## config.mk

```make
export PLATFORM = sky130hd
export DESIGN_NAME = button_gesture_decoder
export DESIGN_NICKNAME = d
export VERILOG_FILES = /design/src/rtl/button_gesture_decoder.sv
export SDC_FILE = /design/constraint.sdc
export NUM_CORES = 1
export LEC_CHECK = 0
export BUFFER_PORTS_ARGS = -buffer_cell sky130_fd_sc_hd__clkbuf_2
export CAP_MARGIN = 20
export CORE_MARGIN = 3
export CORE_UTILIZATION = 45
export DETAILED_ROUTE_END_ITERATION = 8
export GPL_TIMING_DRIVEN = 1
export PLACE_DENSITY = 0.63
export SETUP_SLACK_MARGIN = 0.3
export SYNTH_ARGS = -nofsm -noshare
export SYNTH_HDL_FRONTEND = slang
export SYNTH_SLANG_ARGS = --single-unit
```

## constraint.sdc

```tcl
create_clock -name clk -period 2.6 [get_ports clk]
set_input_delay 0.26 -clock clk [delete_from_list [all_inputs] [get_ports clk]]
set_output_delay 0.26 -clock clk [all_outputs]
set_load 0.05 [all_outputs]
```

## src/rtl/button_gesture_decoder.sv

```systemverilog
// Gesture classifier for debounced push-button pulses with a one-deep event register.
// Define GESTURE_REPEAT_EN to emit REPEAT on every hold pulse while held.
module button_gesture_decoder #(
  parameter int LONG_MCEN   = 4,
  parameter int DBL_WIN_CYC = 25000000,
  parameter int WIN_W       = 25
) (
  input  logic       clk,
  input  logic       reset_n,
  input  logic       dpb,
  input  logic       scen,
  input  logic       mcen,
  input  logic       ccen,
  output logic       evt_valid,
  output logic [1:0] evt_code,
  input  logic       evt_ready,
  output logic       evt_ovf,
  input  logic       ovf_clr
);

  localparam int HW = $clog2(LONG_MCEN + 1);
  localparam logic [HW-1:0] HOLD_LAST = HW'(LONG_MCEN - 1);
  localparam logic [WIN_W-1:0] WIN_LAST = WIN_W'(DBL_WIN_CYC - 1);

  localparam logic [1:0] EV_SINGLE = 2'd0;
  localparam logic [1:0] EV_DOUBLE = 2'd1;
  localparam logic [1:0] EV_LONG   = 2'd2;
`ifdef GESTURE_REPEAT_EN
  localparam logic [1:0] EV_REPEAT = 2'd3;
`endif

  typedef enum logic [2:0] {
    S_IDLE,
    S_PRESSED,
    S_WAIT2,
    S_PRESSED2,
    S_HELD
  } state_t;

  state_t           state;
  logic [HW-1:0]    hold_cnt;
  logic [WIN_W-1:0] win_cnt;

  logic       hold_pulse;
  logic       released;
  logic       hold_last;
  logic       emit;
  logic [1:0] emit_code;
  logic       drop;
  logic       unused_ccen;

  // ccen is reserved; the scen-coincident mcen never counts as a hold
  assign unused_ccen = ccen;
  assign hold_pulse  = mcen & ~scen;
  assign released    = ~dpb;
  assign hold_last   = hold_pulse && (hold_cnt == HOLD_LAST);
  assign drop        = emit & evt_valid & ~evt_ready;

  always_comb begin
    emit      = 1'b0;
    emit_code = EV_SINGLE;
    case (state)
      S_PRESSED: begin
        if (!released && hold_last) begin
          emit      = 1'b1;
          emit_code = EV_LONG;
        end
      end
      S_WAIT2: begin
        if (!scen && win_cnt == WIN_LAST) begin
          emit      = 1'b1;
          emit_code = EV_SINGLE;
        end
      end
      S_PRESSED2: begin
        if (released || hold_last) begin
          emit      = 1'b1;
          emit_code = EV_DOUBLE;
        end
      end
`ifdef GESTURE_REPEAT_EN
      S_HELD: begin
        if (!released && hold_pulse) begin
          emit      = 1'b1;
          emit_code = EV_REPEAT;
        end
      end
`endif
      default: ;
    endcase
  end

  always_ff @(posedge clk or negedge reset_n) begin
    if (!reset_n) begin
      state     <= S_IDLE;
      hold_cnt  <= '0;
      win_cnt   <= '0;
      evt_valid <= 1'b0;
      evt_code  <= 2'd0;
      evt_ovf   <= 1'b0;
    end else begin
      case (state)
        S_IDLE: begin
          if (scen) begin
            state    <= S_PRESSED;
            hold_cnt <= '0;
          end
        end
        S_PRESSED, S_PRESSED2: begin
          if (released) begin
            state   <= (state == S_PRESSED) ? S_WAIT2 : S_IDLE;
            win_cnt <= '0;
          end else if (hold_pulse) begin
            hold_cnt <= hold_cnt + HW'(1);
            if (hold_last) state <= S_HELD;
          end
        end
        S_WAIT2: begin
          win_cnt <= win_cnt + WIN_W'(1);
          if (scen) begin
            state    <= S_PRESSED2;
            hold_cnt <= '0;
          end else if (win_cnt == WIN_LAST) begin
            state <= S_IDLE;
          end
        end
        S_HELD: begin
          if (released) state <= S_IDLE;
        end
        default: state <= S_IDLE;
      endcase

      // a stalled consumer keeps the old event; the new one is lost
      if (emit) begin
        if (!evt_valid || evt_ready) begin
          evt_valid <= 1'b1;
          evt_code  <= emit_code;
        end
      end else if (evt_valid && evt_ready) begin
        evt_valid <= 1'b0;
      end

      if (drop) evt_ovf <= 1'b1;
      else if (ovf_clr) evt_ovf <= 1'b0;
    end
  end

endmodule

```

# After elaboration in Yosys (flattened, before gate mapping)
# Index checks and enable logic that the tools add are counted.
# classes
addsub,2
n_mul,0
div_mod_pow,0
order_cmp,0
n_eq_ne,16
n_shift,0
n_mux,27
bitwise_logic,6
n_reduce_logical,20
# ops
cell,count
$pmux 25 s2,1
$mux 3,10
$add 25x1->25 const B,1
$eq 25x25->1 const B,1
$mux 25,1
$pmux 3 s4,1
$ne 2x2->1 const B,5
$eq 3x2->1 const B,3
$mux 1,9
$ne 3x3->1 const B,3
$reduce_bool 2->1,4
$pmux 3 s2,1
$reduce_and 2->1,3
$reduce_and 5->1,1
$logic_and 1x1->1,4
$mux 2,2
$ne 2x1->1 const B,2
$pmux 2 s2,1
$reduce_and 4->1,1
$reduce_or 2->1,2
$add 3x1->3 const B,1
$and 1x1->1,3
$eq 3x1->1 const B,1
$eq 3x3->1 const B,1
other kinds (5),9
# word_totals
reg_bits,35
latch_bits,0
ram_bits,0
rom_bits,0
inputBits,8
out_inout_bits,4
word_cells,77
mem_count,0

# Depth between registers and ports, before layout
# depth
depth_word,9
mapped_depth,6
ltp_nobuf,6

# Worst setup path after synthesis
# Ideal clock, no wire load.
# synth_path
kind,register -> register
from,register win_cnt[17]
to,register evt_code[0]
arrival_time_ps,1851
required_time_ps,2482
slack_ps,631
stages_incl_launch_ff,5
n_path_buf,0
path_cell_list,dfrtp_1 > or4b_1 > or4_1 > o31a_1 > a21o_1
# synth_via
elab_chain_len,5
# synth_rtl
element,line_no,rtl
from (decl),42,logic [WIN_W-1:0] win_cnt;
from (signal assigned),119,win_cnt <= win_cnt + WIN_W'(1);
$eq 25x25->1,70,if (!scen && win_cnt == WIN_LAST) begin
$logic_and 1x1->1,70,
$mux 1,70,
$pmux 1 s3,62,case (state)
$reduce_and 2->1 (no line),-,
to (signal assigned),137,evt_code <= emit_code;
to (decl),15,"output logic [1:0] evt_code,"
# Every way passes these cells.
# A chain may end at the register's enable or synchronous reset.

# Worst setup path after layout
# layout_path
from,register win_cnt[17]
to,register evt_code[1]
# The elaborated chain is that of the path after synthesis.

==> metrics <==
outcome complete, no violations; depth of the CTS H-tree 2; Peak VDD IR 479 µV; setup TNS 0 ps; clock slew at reported path FFs 60 ps; Max Cap Violations 0; most frequent cells in the layout 35 x dfrtp_1, 34 x nand2_1, 18 x mux2i_1; Logic pwr share roughly a fifth; reg-to-reg endpoint evt_code[1]; gr usage total between 10% and 20%; Clk network pwr share between 20% and 30%; reg2reg path depth 4; worst setup path start win_cnt[17]; antenna violations before repair 0; synth warn 0; Resized cells post-CTS 0; Worst setup EP type flip-flop; post-synthesis simple-gate area fraction approximately 28%; Final Hold Viols 0; Worst-Margin Slew about 900 ps; ys async rst share between 90% and 100%; largest family of logic cells by synthesized area simple AND/OR/NAND/NOR gates; EDFF count, synth 0; Seq/Total Area, Yosys 46.9%; nets 218; #FFs+latches synth 35; Vias between 1000 and 1500; Residual DRC 0; fraction of layout cells with a size suffix above 1 between 10% and 20%; grt ovf 0; Power Dens Cells around 600 nW/µm²; commonest non-fill, non-tap cell in the layout dfrtp_1; P_sw ~380 µW; Min Hold Slack ~84 ps; Starting Density about half; Final setup viols 0; post-synth top area share between 40% and 50%; core footprint 3830 µm²; Post-Syn Area 1870 µm²; RSZ-0062 raised after global routing false; Buf/Inv on CP 0; CP cell instances or4b_1, or4_1, o31a_1, a21o_1; min Tclk post-route 2070 ps; XOR/XNOR Fraction of Synth Area 0%; Startpoint Class flip-flop; Flop pwr share just over 50%; critical path class reg -> reg; CTS sink cnt 35; largest net degree at the start of global routing 36; Critical Path RT between 2000 and 3000 ps; drt pass-1 iters 4; Cell Area, Placed between 1500 and 2000 µm²; Critical Path End evt_code[1]; count of input and output buffers 10; Hold Path Class in -> async; WP data arrival roughly 2300 ps; clk_lat worst skew approximately 280 ps; Avg Cell Area, Syn a little under 10 µm²; drt via density between 5 and 6; filler cell count approximately 350; Num CTS Buffers 5; switching share of power between 30% and 40%; Synth Area in Compound Gates between 10% and 20%; Finished Cell Area just over 2000 µm²; slowest CP cell or4b_1; DR WL/cell 14.3 µm; Area Overhead vs Synth 9.25%; total chip power 1.22 mW; Die H roughly 70 µm; first-pass GRT wire length 6460 µm; clock root buffer master clkbuf_8; vias in the first global route 1437; part of the cycle the worst path needs 79.6%; final WL between 3000 and 4000 µm; CP delay by family, top simple AND/OR/NAND/NOR gates; fin cells 254; Inst Count DP approximately 250; postcts setup bufs 0; Slew Limit Fails 0; Pint between 800 and 900 µW; Adder-Cell Fraction of Synth Area under 10%; gpl congestion just over 0.8; r2r startpoint win_cnt[17]; ys flop type dfrtp_1; Slew headroom approximately 40%; static leakage ~1 nW; Die X approximately 70 µm; Post-CTS Hold Buffers 0; top cells by area, synth dfrtp_1 47%, mux2i_1 9.7%, nand2_1 6.8%; Iteration-0 DRC Markers 73; Final HPWL DP about 2600 µm; clk_skew about 4.8 ps; Gate Count Post-Synth a little under 200; area of the die roughly 5000 µm²; CTS tree built; Synthesized Nets 205; biggest area consumer among synthesized cells dfrtp_1; CP max FO 4; mux contribution to synthesized area around a tenth; Max Clk Rate about 480 MHz; R2R Setup Slk 530 ps; CP Depth 4; Yosys cell types 36; slowest stage delay, CP slightly above 500 ps; FP Rows 22; CTS max path bufs 2; Routed Antenna Nets 0; # IOs 12; diode count 0
state kept, by name, indices dropped and copies added (netlist names):
name / cells
win_cnt: 25
hold_cnt: 3
state: 3
evt_code: 2
evt_ovf: 1
evt_valid: 1
power groups by stage:
| stage | Sequential (mW) | Clock (mW) | Combinational (mW) |
|---|---|---|---|
| final | 0.635 | 0.355 | 0.234 |
| after global routing | 0.641 | 0.390 | 0.263 |
| after CTS | 0.635 | 0.368 | 0.238 |
| after detailed placement | 0.645 | 0 | 0.236 |
| after global placement | 0.640 | 0 | 0.230 |
| after floorplan | 0.679 | 0 | 0.132 |
synthesized netlist by cell type, drive strengths merged, types with 2 or more instances:
master / count
dfrtp: 35
nand2: 34
mux2i: 18
o21ai: 14
nand3: 10
nand4: 9
nor2: 6
a22o: 5
a21o: 4
and2: 4
and3: 4
and4: 4
clkbuf: 4
inv: 4
nand2b: 4
nor2b: 4
a21oi: 3
ha: 3
nor3: 3
buf: 2
nand3b: 2
nor3b: 2
nor4: 2
o22ai: 2
or3b: 2
how the worst min path moves through the flow:
stage | slack, ps | endpoint | depth (start not counted) | startpoint
2_1_floorplan | -40 | evt_code[0] | 0 | reset_n
3_3_place_gp | 410 | evt_code[0] | 1 | reset_n
3_5_place_dp | 420 | evt_code[0] | 1 | reset_n
4_1_cts | 110 | evt_code[0] | 1 | reset_n
5_1_grt | 150 | evt_code[0] | 1 | reset_n
6_report | 80 | evt_code[0] | 1 | reset_n
cells by family (layout without fill, tap and decap cells):
kind of cell | Yosys count | after routing
AO/OA/AOI/OAI | 33 | 33
adder cells (fa/ha/maj) | 3 | 3
buffers and inverters | 10 | 22
flip-flops | 35 | 35
multiplexers | 18 | 18
AND/OR/NAND/NOR | 95 | 95
metal layers:
layer | up-vias | GRT usage [%] | wire [µm]
met1 | 729 | 21.1 | 1710
met5 | - | 0 | 0
met4 | 0 | 5.96 | 71
met2 | 31 | 24.9 | 1690
met3 | 8 | 5.32 | 173
li1 | 731 | - | -
metrics by stage:
stage | utilization (%) | setup slack [ps]
finish | 53.3 | 531
floorplan | - | 631
global placement | 51.4 | 548
CTS | 53.3 | 518
detailed placement | 51.4 | 533
global route | 53.3 | 439
layout make-up:
type | count | area, µm² | area share, %
clock buffer | 6 | 72.6 | 3.56
timing repair buffer | 12 | 65.1 | 3.19
tap | 48 | 60.1 | 2.94
inverter | 4 | 15.0 | 0.736
multi-input combinational | 149 | 951 | 46.6
sequential | 35 | 876 | 42.9
worst reg2reg max path: stages, from the launching register on:
cell and delay (ps):
dfrtp_1 410, or4b_1 520, or4_1 500, o31a_1 350
a21o_1 190
Power figures use the tool's default switching activity.
